File: src/rtl/clock_pkg.sv
// Shared types and limits for the multi-mode clock core.
package clock_pkg;

   typedef enum logic [1:0] {
      RUN       = 2'd0,
      SET_TIME  = 2'd1,
      SET_ALARM = 2'd2
   } state_t;

   typedef enum logic [1:0] {
      HOUR = 2'd0,
      MIN  = 2'd1,
      SEC  = 2'd2
   } field_t;

   localparam logic [7:0] SEC_MAX  = 8'd59;
   localparam logic [7:0] MIN_MAX  = 8'd59;
   localparam logic [7:0] HOUR_MAX = 8'd23;

   typedef struct packed {
      logic [7:0] hour;
      logic [7:0] minute;
      logic [7:0] second;
   } hms_t;

   function automatic logic [7:0] wrap_inc(input logic [7:0] value, input logic [7:0] max);
      return (value >= max) ? 8'd0 : value + 8'd1;
   endfunction

endpackage

File: src/rtl/hms_counter.sv
// One h/m/s register with full-carry tick and per-field wrapping increment.
// Exposes the next-state value so the owner can register displays in the same edge.
module hms_counter
   import clock_pkg::*;
(
   input  logic   clk,
   input  logic   rst_n,
   input  logic   tick,
   input  logic   inc_en,
   input  field_t inc_field,
   output hms_t   nxt
);

   hms_t q_r;
   hms_t nxt_s;

   // next value: tick carries across fields, increment wraps inside one field
   always_comb begin
      nxt_s = q_r;
      if (tick) begin
         nxt_s.second = wrap_inc(q_r.second, SEC_MAX);
         if (q_r.second == SEC_MAX) begin
            nxt_s.minute = wrap_inc(q_r.minute, MIN_MAX);
            if (q_r.minute == MIN_MAX) begin
               nxt_s.hour = wrap_inc(q_r.hour, HOUR_MAX);
            end else begin
               nxt_s.hour = q_r.hour;
            end
         end else begin
            nxt_s.minute = q_r.minute;
         end
      end else if (inc_en) begin
         case (inc_field)
            HOUR:    nxt_s.hour   = wrap_inc(q_r.hour, HOUR_MAX);
            MIN:     nxt_s.minute = wrap_inc(q_r.minute, MIN_MAX);
            SEC:     nxt_s.second = wrap_inc(q_r.second, SEC_MAX);
            default: nxt_s = q_r;
         endcase
      end else begin
         nxt_s = q_r;
      end
   end

   // value register
   always_ff @(posedge clk or negedge rst_n) begin
      if (!rst_n) begin
         q_r <= hms_t'(24'd0);
      end else begin
         q_r <= nxt_s;
      end
   end

   assign nxt = nxt_s;

endmodule

File: src/rtl/clock_mode_ctrl.sv
// Mode FSM, alarm timer and registered display outputs of the multi-mode clock.
module clock_mode_ctrl
   import clock_pkg::*;
#(
   parameter int unsigned ALARM_SECS = 30
) (
   input  logic        clk,
   input  logic        rst_n,
   input  logic        tick_1hz,
   input  logic        btn_mode,
   input  logic        btn_next,
   input  logic        btn_inc,
   output logic [23:0] cur_time,
   output logic        hour_flash,
   output logic        minute_flash,
   output logic        second_flash,
   output logic        alarming,
   output logic [1:0]  mode
);

   localparam logic [7:0] ALARM_INIT = 8'(ALARM_SECS);

   state_t      state_r, state_nxt_s;
   field_t      field_r, field_nxt_s;
   logic        armed_r, armed_nxt_s;
   logic [7:0]  alarm_cnt_r, alarm_cnt_nxt_s;
   logic        alarming_r, alarming_nxt_s;
   logic        cancel_s, tick_time_s, inc_time_s, inc_alarm_s, trigger_s;
   hms_t        time_nxt_s, alarm_nxt_s;
   logic [23:0] cur_time_r;
   logic        hour_flash_r, minute_flash_r, second_flash_r;
   logic [1:0]  mode_r;

   // a button while alarming only silences the alarm
   assign cancel_s    = alarming_r & (btn_mode | btn_next | btn_inc);
   assign tick_time_s = tick_1hz & (state_r != SET_TIME);

   hms_counter u_time (
      .clk       (clk),
      .rst_n     (rst_n),
      .tick      (tick_time_s),
      .inc_en    (inc_time_s),
      .inc_field (field_r),
      .nxt       (time_nxt_s)
   );

   hms_counter u_alarm (
      .clk       (clk),
      .rst_n     (rst_n),
      .tick      (1'b0),
      .inc_en    (inc_alarm_s),
      .inc_field (field_r),
      .nxt       (alarm_nxt_s)
   );

   // button decode with mode > next > inc priority
   always_comb begin
      state_nxt_s = state_r;
      field_nxt_s = field_r;
      armed_nxt_s = armed_r;
      inc_time_s  = 1'b0;
      inc_alarm_s = 1'b0;
      if (cancel_s) begin
         state_nxt_s = state_r;
      end else if (btn_mode) begin
         field_nxt_s = HOUR;
         case (state_r)
            RUN:       state_nxt_s = SET_TIME;
            SET_TIME:  state_nxt_s = SET_ALARM;
            SET_ALARM: begin
               state_nxt_s = RUN;
               armed_nxt_s = 1'b1;
            end
            default:   state_nxt_s = RUN;
         endcase
      end else if (btn_next) begin
         if (state_r != RUN) begin
            case (field_r)
               HOUR:    field_nxt_s = MIN;
               MIN:     field_nxt_s = SEC;
               default: field_nxt_s = HOUR;
            endcase
         end else begin
            field_nxt_s = field_r;
         end
      end else if (btn_inc) begin
         inc_time_s  = (state_r == SET_TIME);
         inc_alarm_s = (state_r == SET_ALARM);
      end else begin
         state_nxt_s = state_r;
      end
   end

   // alarm start, countdown and cancel
   always_comb begin
      alarming_nxt_s  = alarming_r;
      alarm_cnt_nxt_s = alarm_cnt_r;
      trigger_s = (state_r == RUN) && armed_r && tick_1hz && (time_nxt_s == alarm_nxt_s);
      if (cancel_s) begin
         alarming_nxt_s  = 1'b0;
         alarm_cnt_nxt_s = 8'd0;
      end else if (trigger_s) begin
         alarming_nxt_s  = 1'b1;
         alarm_cnt_nxt_s = ALARM_INIT;
      end else if (alarming_r && tick_1hz) begin
         alarm_cnt_nxt_s = alarm_cnt_r - 8'd1;
         alarming_nxt_s  = (alarm_cnt_r != 8'd1);
      end else begin
         alarming_nxt_s  = alarming_r;
      end
   end

   // control state and display registers, all loaded from next-state values
   always_ff @(posedge clk or negedge rst_n) begin
      if (!rst_n) begin
         state_r        <= RUN;
         field_r        <= HOUR;
         armed_r        <= 1'b0;
         alarm_cnt_r    <= 8'd0;
         alarming_r     <= 1'b0;
         cur_time_r     <= 24'd0;
         hour_flash_r   <= 1'b0;
         minute_flash_r <= 1'b0;
         second_flash_r <= 1'b0;
         mode_r         <= 2'd0;
      end else begin
         state_r        <= state_nxt_s;
         field_r        <= field_nxt_s;
         armed_r        <= armed_nxt_s;
         alarm_cnt_r    <= alarm_cnt_nxt_s;
         alarming_r     <= alarming_nxt_s;
         cur_time_r     <= (state_nxt_s == SET_ALARM) ? alarm_nxt_s : time_nxt_s;
         hour_flash_r   <= (state_nxt_s != RUN) && (field_nxt_s == HOUR);
         minute_flash_r <= (state_nxt_s != RUN) && (field_nxt_s == MIN);
         second_flash_r <= (state_nxt_s != RUN) && (field_nxt_s == SEC);
         mode_r         <= state_nxt_s;
      end
   end

   assign cur_time     = cur_time_r;
   assign hour_flash   = hour_flash_r;
   assign minute_flash = minute_flash_r;
   assign second_flash = second_flash_r;
   assign alarming     = alarming_r;
   assign mode         = mode_r;

endmodule

File: config.mk
export PLATFORM = sky130hd
export DESIGN_NAME = clock_mode_ctrl
export DESIGN_NICKNAME = d
export VERILOG_FILES = /design/src/rtl/clock_pkg.sv /design/src/rtl/hms_counter.sv /design/src/rtl/clock_mode_ctrl.sv
export SDC_FILE = /design/constraint.sdc
export NUM_CORES = 1
export LEC_CHECK = 0
export ABC_AREA = 1
export CAP_MARGIN = 40
export CORE_UTILIZATION = 30
export CTS_BUF_LIST = sky130_fd_sc_hd__clkbuf_8 sky130_fd_sc_hd__clkbuf_16
export DETAILED_ROUTE_END_ITERATION = 12
export GPL_ROUTABILITY_DRIVEN = 0
export MAX_ROUTING_LAYER = met4
export SYNTH_ARGS = -nofsm -noshare
export SYNTH_HDL_FRONTEND = slang
export SYNTH_SLANG_ARGS = --single-unit
File: constraint.sdc
create_clock -name clk -period 2.8 [get_ports clk]
set_input_delay 0.42 -clock clk [delete_from_list [all_inputs] [get_ports clk]]
set_output_delay 0.42 -clock clk [all_outputs]
set_load 0.1 [all_outputs]
Word level (Yosys, flattened, before mapping):

Cells that the tools add are included.

* register bits after elaboration: 89
* input port bits: 6
* output and inout port bits: 30
* logic and storage cells: 100

* add/sub/neg operators: 7
* $lt $le $gt $ge: 6
* equal/unequal tests: 12
* mux-type cells: 41
* bitwise operators: 5
* reduce and logical (&&, ||, !) cells: 14

Operators by type and width (number)
* 8-bit 2-to-1 mux: 18
* 24-bit 2-to-1 mux: 4
* 8-bit by 1-bit adder with 8-bit output, second input constant: 6
* 8-bit by 6-bit >= comparator with 1-bit output, second input constant: 4
* 24-bit equality test: 1
* 8-bit by 6-bit equality test with 1-bit output, second input constant: 2
* 8-bit by 5-bit >= comparator with 1-bit output, second input constant: 2
* 2-bit 2-to-1 mux: 6
* 1-bit 2-to-1 mux: 11
* 2-bit equality test, second input constant: 4
* 8-bit by 1-bit inequality test with 1-bit output, second input constant: 1
* 2-bit case mux with 2 select lines: 2
* 8-bit by 1-bit subtractor with 8-bit output, second input constant: 1
* 1-bit logical AND: 7
* 2-bit by 1-bit equality test with 1-bit output, second input constant: 3
* 2-bit logical NOT: 3
* 2-bit nonzero test: 2
* 3-bit AND reduction: 1
* 3-bit nonzero test: 1
* 1-bit bitwise AND: 2
* 2-bit by 1-bit inequality test with 1-bit output, second input constant: 1
* 1-bit OR: 2
* 1-bit inverter: 1

Longest topological paths before layout:

* depth after elaboration: 11
* mapped depth: 20
* gate-level depth less buffers: 19

Hierarchy:

Synthesis repeated with hierarchy kept, for this count alone.

* cells, all modules: 629
* area, all modules: 4894.7 µm²

Modules (own cells, without submodules)
* hms_counter: instances 2, cells each 160, area each 1275.0 µm², seq. area each 600.6 µm²
* clock_mode_ctrl: instances 1, cells each 309, area each 2344.7 µm², seq. area each 1026.0 µm²

Least setup slack after synthesis:

OpenSTA, ideal clock, no wires.

* path kind: register to register
* start: reg mode[0] (netlist name)
* end: reg alarm_cnt_r[0]
* library setup time: 0.121 ns
* arrival: 2.574 ns
* required time: 2.679 ns
* setup slack: 0.105 ns
* cell stages (with the launch flop): 17
* buffers on the path: 1
* clock period less this slack: 2.695 ns
* path through: dfrtp_1 -> nand2_1 -> nor2_2 -> nand3_2 -> nand2_2 -> buf_4 -> nand2_1 -> nand2_1 -> nand2_1 -> nand2_1 -> nand2_1 -> nor2_1 -> nand3_1 -> nor2_2 -> nand2_4 -> nand2_2 -> a21oi_1

RTL lines
* to (signal assigned): line clock_mode_ctrl.sv:130 `alarm_cnt_r <= alarm_cnt_nxt_s;`
* to (decl): line clock_mode_ctrl.sv:26 `logic [7:0] alarm_cnt_r, alarm_cnt_nxt_s;`

==> metrics.sh <==
CTS_INSERTED_BUFFERS=9
CTS.CLK_SLEW.WORST_PATHS_NS=0.07
CORE_AREA_UM2=16600
CTS_HTREE_LEVELS=3
FINAL_AREA_UM2=6220
SYNTH_SEQUENTIAL_AREA_RATIO_PCT=43.9
ROUTEDWLPERCELL_UM=13.1
NETLIST_AREA_UM2=5080
DETAILED_ROUTE_VIA_COUNT=4709
DIE_HEIGHT_UM=132
COUNT_OF_BUFFERS_ADDED_BY_POST_CTS_TIMING_REPAIR_FOR_SETUP=0
TIMING.CRITICAL_PATH.MODE_CELL='sky130_fd_sc_hd__nand2_1'
WORST-SETUP-PATH-TYPE='in -> reg'
SYNTHTOPCELLSBYCOUNT='sky130_fd_sc_hd__nand2_1, sky130_fd_sc_hd__inv_1, sky130_fd_sc_hd__dfrtp_1'
YOSYS.CELL_COUNT.TOP_TYPE='sky130_fd_sc_hd__nand2_1'
DETAILED_PLACE_HPWL_UM=10200
WORST_EP_REQUIRED_NS=3.03
SYNTH.LIB_CELLS_USED.DISTINCT=35
SYNTH_CELLS=721
CRIT_START='btn_mode'
WIRELENGTH_UM=13500
ROUTED-WL-MET2_UM=5970
DRTPASS1ITERATIONS=5
FIN_WORST_SKEW_NS=0.0107
FIRST_GLOBAL_VIAS=4350
M1WIRELENGTH_UM=6480
CTS_REPAIR_RESIZE_COUNT=0
CRITICAL_PATH_CELL_COUNT=19
INITIAL_ANTENNA_VIOLATION_COUNT=0
MULTI_INPUT_AREA_UM2=2390
CP_CELL_SEQUENCE='clkdlybuf4s50_1 > inv_1 > nand2_1 > nor2_4 > nand3_1 > nand2_1 > inv_1 > nand2_1 > nand2_1 > inv_1 > nand2_1 > nand2_1 > nand3_1 > nor2_1 > nand2_1 > nor2_2 > nand2_4 > nand2_2 > a21oi_1'
STORAGE_ELEMENT_AREA_UM2=2230
WORST_SETUP_PATH_ENDPOINT='alarm_cnt_r[0]$_DFFE_PN0P_'
SYN-MEAN-INSTANCE-AREA_UM2=7.04
CLOCK_TREE.BUFFER_DEPTH=2
POST_ROUTE_CELLS_DRIVE_ABOVE_1_SHARE_PCT=15.8
AREA.GROWTH.SYNTH_TO_FINAL_PCT=22.5
SYNTH_ASYNC_SR_FLOP_SHARE_PCT=100
SYN_NETS=735
WORSTREG2REGSTART='mode[1]$_DFF_PN0_'
FINAL_MAX_SLEW_VIOL_COUNT=0
ROUTE.DETAILED.DRC=0
GLOBALROUTEOVERFLOWTOTAL=0
SYNTH_ENABLE_FLOP_CELLS=0
GLOBAL_ROUTE.USAGE.TOTAL_PCT=16.7
TIMING.HOLD.WS_NS=0.0593
CRITPATHMAXSTAGEDELAY_NS=0.42
SLEW-LIMIT-HEADROOM_PCT=61.0
CRIT_SLOWEST_CELL='sky130_fd_sc_hd__clkdlybuf4s50_1'
POST_SYNTH_MAIN_AREA_CONTRIBUTORS='sky130_fd_sc_hd__dfrtp_1, sky130_fd_sc_hd__nand2_1, sky130_fd_sc_hd__nand3_1'
INSERTEDDIODECOUNT=0
NUM_IO_PINS=36
WORST-PATH-BUF-INV=4
CTS-HOLD-FIX-BUFFERS=0
RSZ0062_AT_GRT='no'
WORST_R2R_PATH_DEPTH=18
SYNTH-SEQ-CELLS=89
FINALHOLDVIOLATIONS=0
NETLIST.TOP_CELL.BY_AREA='sky130_fd_sc_hd__dfrtp_1'
CELLPOWERDENSITY_nW_PER_UM2=982
TOTAL_NUMBER_OF_NETS_IN_THE_FINAL_DESIGN=819
CRIT_FAMILY='simple AND/OR/NAND/NOR gates'
DRT-INITIAL-DRC-COUNT=405
WORST_FLOP_TO_FLOP_PATH_ENDPOINT='alarm_cnt_r[0]$_DFFE_PN0P_'
INITIAL_UTILIZATION_PCT=30.6
MET3_LAYER_WIRE_LENGTH_IN_THE_ROUTED_DESIGN_UM=704
PERIOD_MINUS_SLACK_NS=2.55
VIA_PER_INST=4.58
YOSYS_WARNINGS=0
WORSTMARGINPINSLEW_NS=0.580
TIMING.CRITICAL_PATH.FROM_TYPE='primary input'
CLOCK-ROOT-BUFFER='sky130_fd_sc_hd__clkbuf_16'
NUM_ROWS=47
DIE_X_UM=132
FINALSETUPVIOLCOUNT=0
TRITONCTS_CLOCK_TREE='done'
FIRST_PASS_GRT_WIRE_LENGTH_UM=21900
CRITPATHARRIVALTIME_NS=2.78
CLK_LATENCY_NS=0.35
FF2FF_SETUP_SLACK_NS=0.29
FLOORPLAN.DIE_AREA_UM2=17500
FILL_CELLS=1746
WORSTHOLDPATHTYPE='in -> async'
CLOCK-SINKS=89
SYNTH_LARGEST_TYPE_AREA_FRACTION_PCT=43.9
IO_BUFFERS=35
TOPROUTINGLAYERUSED='met4'
SYNTHFLOPTYPE='sky130_fd_sc_hd__dfrtp_1'
POWER.IR.VDD_WORST_mV=0.436
GRT_START_MAX_NET_PINS=49
DRV.MAX_CAP_VIOLATION_COUNT=0
CELLLEAKAGEPOWER_uW=0.00337
ANT_NETS=0
CRIT_PATH_MAX_FANOUT=9
WORSTSETUPENDPOINTTYPE='register'
CLOCK.FMAX_MHz=393
OUTCOME='finished, final reports clean'
PLACEMENT.CELL_AREA_UM2=5950
TIMING.FINAL.CRIT_SHARE_PCT=91.0
sequential cells by signal, indices dropped and copies added (netlist names):
register,cells
armed_r,1
alarming,1
hour_flash,1
alarm_cnt_r,8
u_time.q_r,24
minute_flash,1
field_r,2
u_alarm.q_r,24
mode,2
cur_time,24
second_flash,1
routing by layer:
metal	GRT usage (%)	vias to the layer above
li1	-	2429
met1	22.4	2136
met2	25.0	119
met3	2.96	25
met4	6.65	0
met5	-	-
worst min-delay path by stage:
stage,start,endpoint
after floorplan,rst_n,alarm_cnt_r[0]$_DFFE_PN0P_
after global placement,rst_n,alarm_cnt_r[6]$_DFFE_PN0P_
after detailed placement,rst_n,alarm_cnt_r[6]$_DFFE_PN0P_
after CTS,rst_n,alarming$_DFFE_PN0P_
after global routing,rst_n,alarming$_DFFE_PN0P_
final,rst_n,mode[1]$_DFF_PN0_
kinds of logic (layout without fill, tap and decap cells):
family          count (synthesis)  in the layout  share of synthesized area [%]
compound gates                 53             53                           5.81
flops                          89             89                           43.9
simple gates                  445            445                           37.9
xor+xnor                        8              8                           1.38
buf+inv                       118            206                           9.07
fa+ha+maj                       8              8                           1.97
area by class of cell:
class	instances	share of cell area [%]
clock buffers	10	3.84
flip-flops and latches	89	35.8
repair buffers	81	10.3
clock inverters	5	0.523
inverters	110	6.63
well taps	220	4.42
multi-input cells	514	38.5
cell usage in the layout (no fill, tap or decap):
cell and instances:
sky130_fd_sc_hd__o21ai_1 3, sky130_fd_sc_hd__nor2_2 7, sky130_fd_sc_hd__ha_1 8, sky130_fd_sc_hd__dfrtp_1 89, sky130_fd_sc_hd__a41o_1 1, sky130_fd_sc_hd__o21ai_0 36
sky130_fd_sc_hd__nand4_1 12, sky130_fd_sc_hd__or2_2 2, sky130_fd_sc_hd__o21bai_1 2, sky130_fd_sc_hd__buf_4 75, sky130_fd_sc_hd__clkinv_4 2, sky130_fd_sc_hd__clkdlybuf4s50_1 4
sky130_fd_sc_hd__a21boi_1 1, sky130_fd_sc_hd__nand2_1 238, sky130_fd_sc_hd__nand3b_1 1, sky130_fd_sc_hd__xor2_1 7, sky130_fd_sc_hd__a21boi_0 3, sky130_fd_sc_hd__nand3_2 2
sky130_fd_sc_hd__nor2_4 5, sky130_fd_sc_hd__nor3_1 12, sky130_fd_sc_hd__inv_1 99, sky130_fd_sc_hd__o22ai_1 1, sky130_fd_sc_hd__clkinv_2 3, sky130_fd_sc_hd__o21ai_2 1
sky130_fd_sc_hd__o211ai_1 2, sky130_fd_sc_hd__and2_0 1, sky130_fd_sc_hd__nor2_1 72, sky130_fd_sc_hd__xnor2_1 1, sky130_fd_sc_hd__nand2_4 1, sky130_fd_sc_hd__inv_2 11
sky130_fd_sc_hd__a21oi_1 3, sky130_fd_sc_hd__buf_12 2, sky130_fd_sc_hd__nand3_1 84, sky130_fd_sc_hd__nor3b_1 1, sky130_fd_sc_hd__nand2_2 7, sky130_fd_sc_hd__clkbuf_16 9
sky130_fd_sc_hd__clkbuf_8 1
power breakdown:
group / internal, uW / total, uW / switching [uW] / leakage (uW)
clock network: 620 / 1150 / 529 / 0.000138
logic: 869 / 3170 / 2300 / 0.00214
registers: 1600 / 1800 / 199 / 0.00109
total: 3090 / 6110 / 3030 / 0.00337
through the flow:
step	setup TNS (ns)	utilization [%]	std cells	setup slack, ns	power (uW)
6_report	0	37.5	1029	0.253	6110
5_1_grt	0	37.5	1029	0.0144	6510
4_1_cts	0	37.5	1029	0.267	6160
3_5_place_dp	-0.834	35.9	1014	-0.110	4980
3_3_place_gp	-0.592	35.9	1014	-0.0777	4990
2_1_floorplan	0	-	721	0.105	4070
No activity file was read; power rests on OpenSTA's default activity.
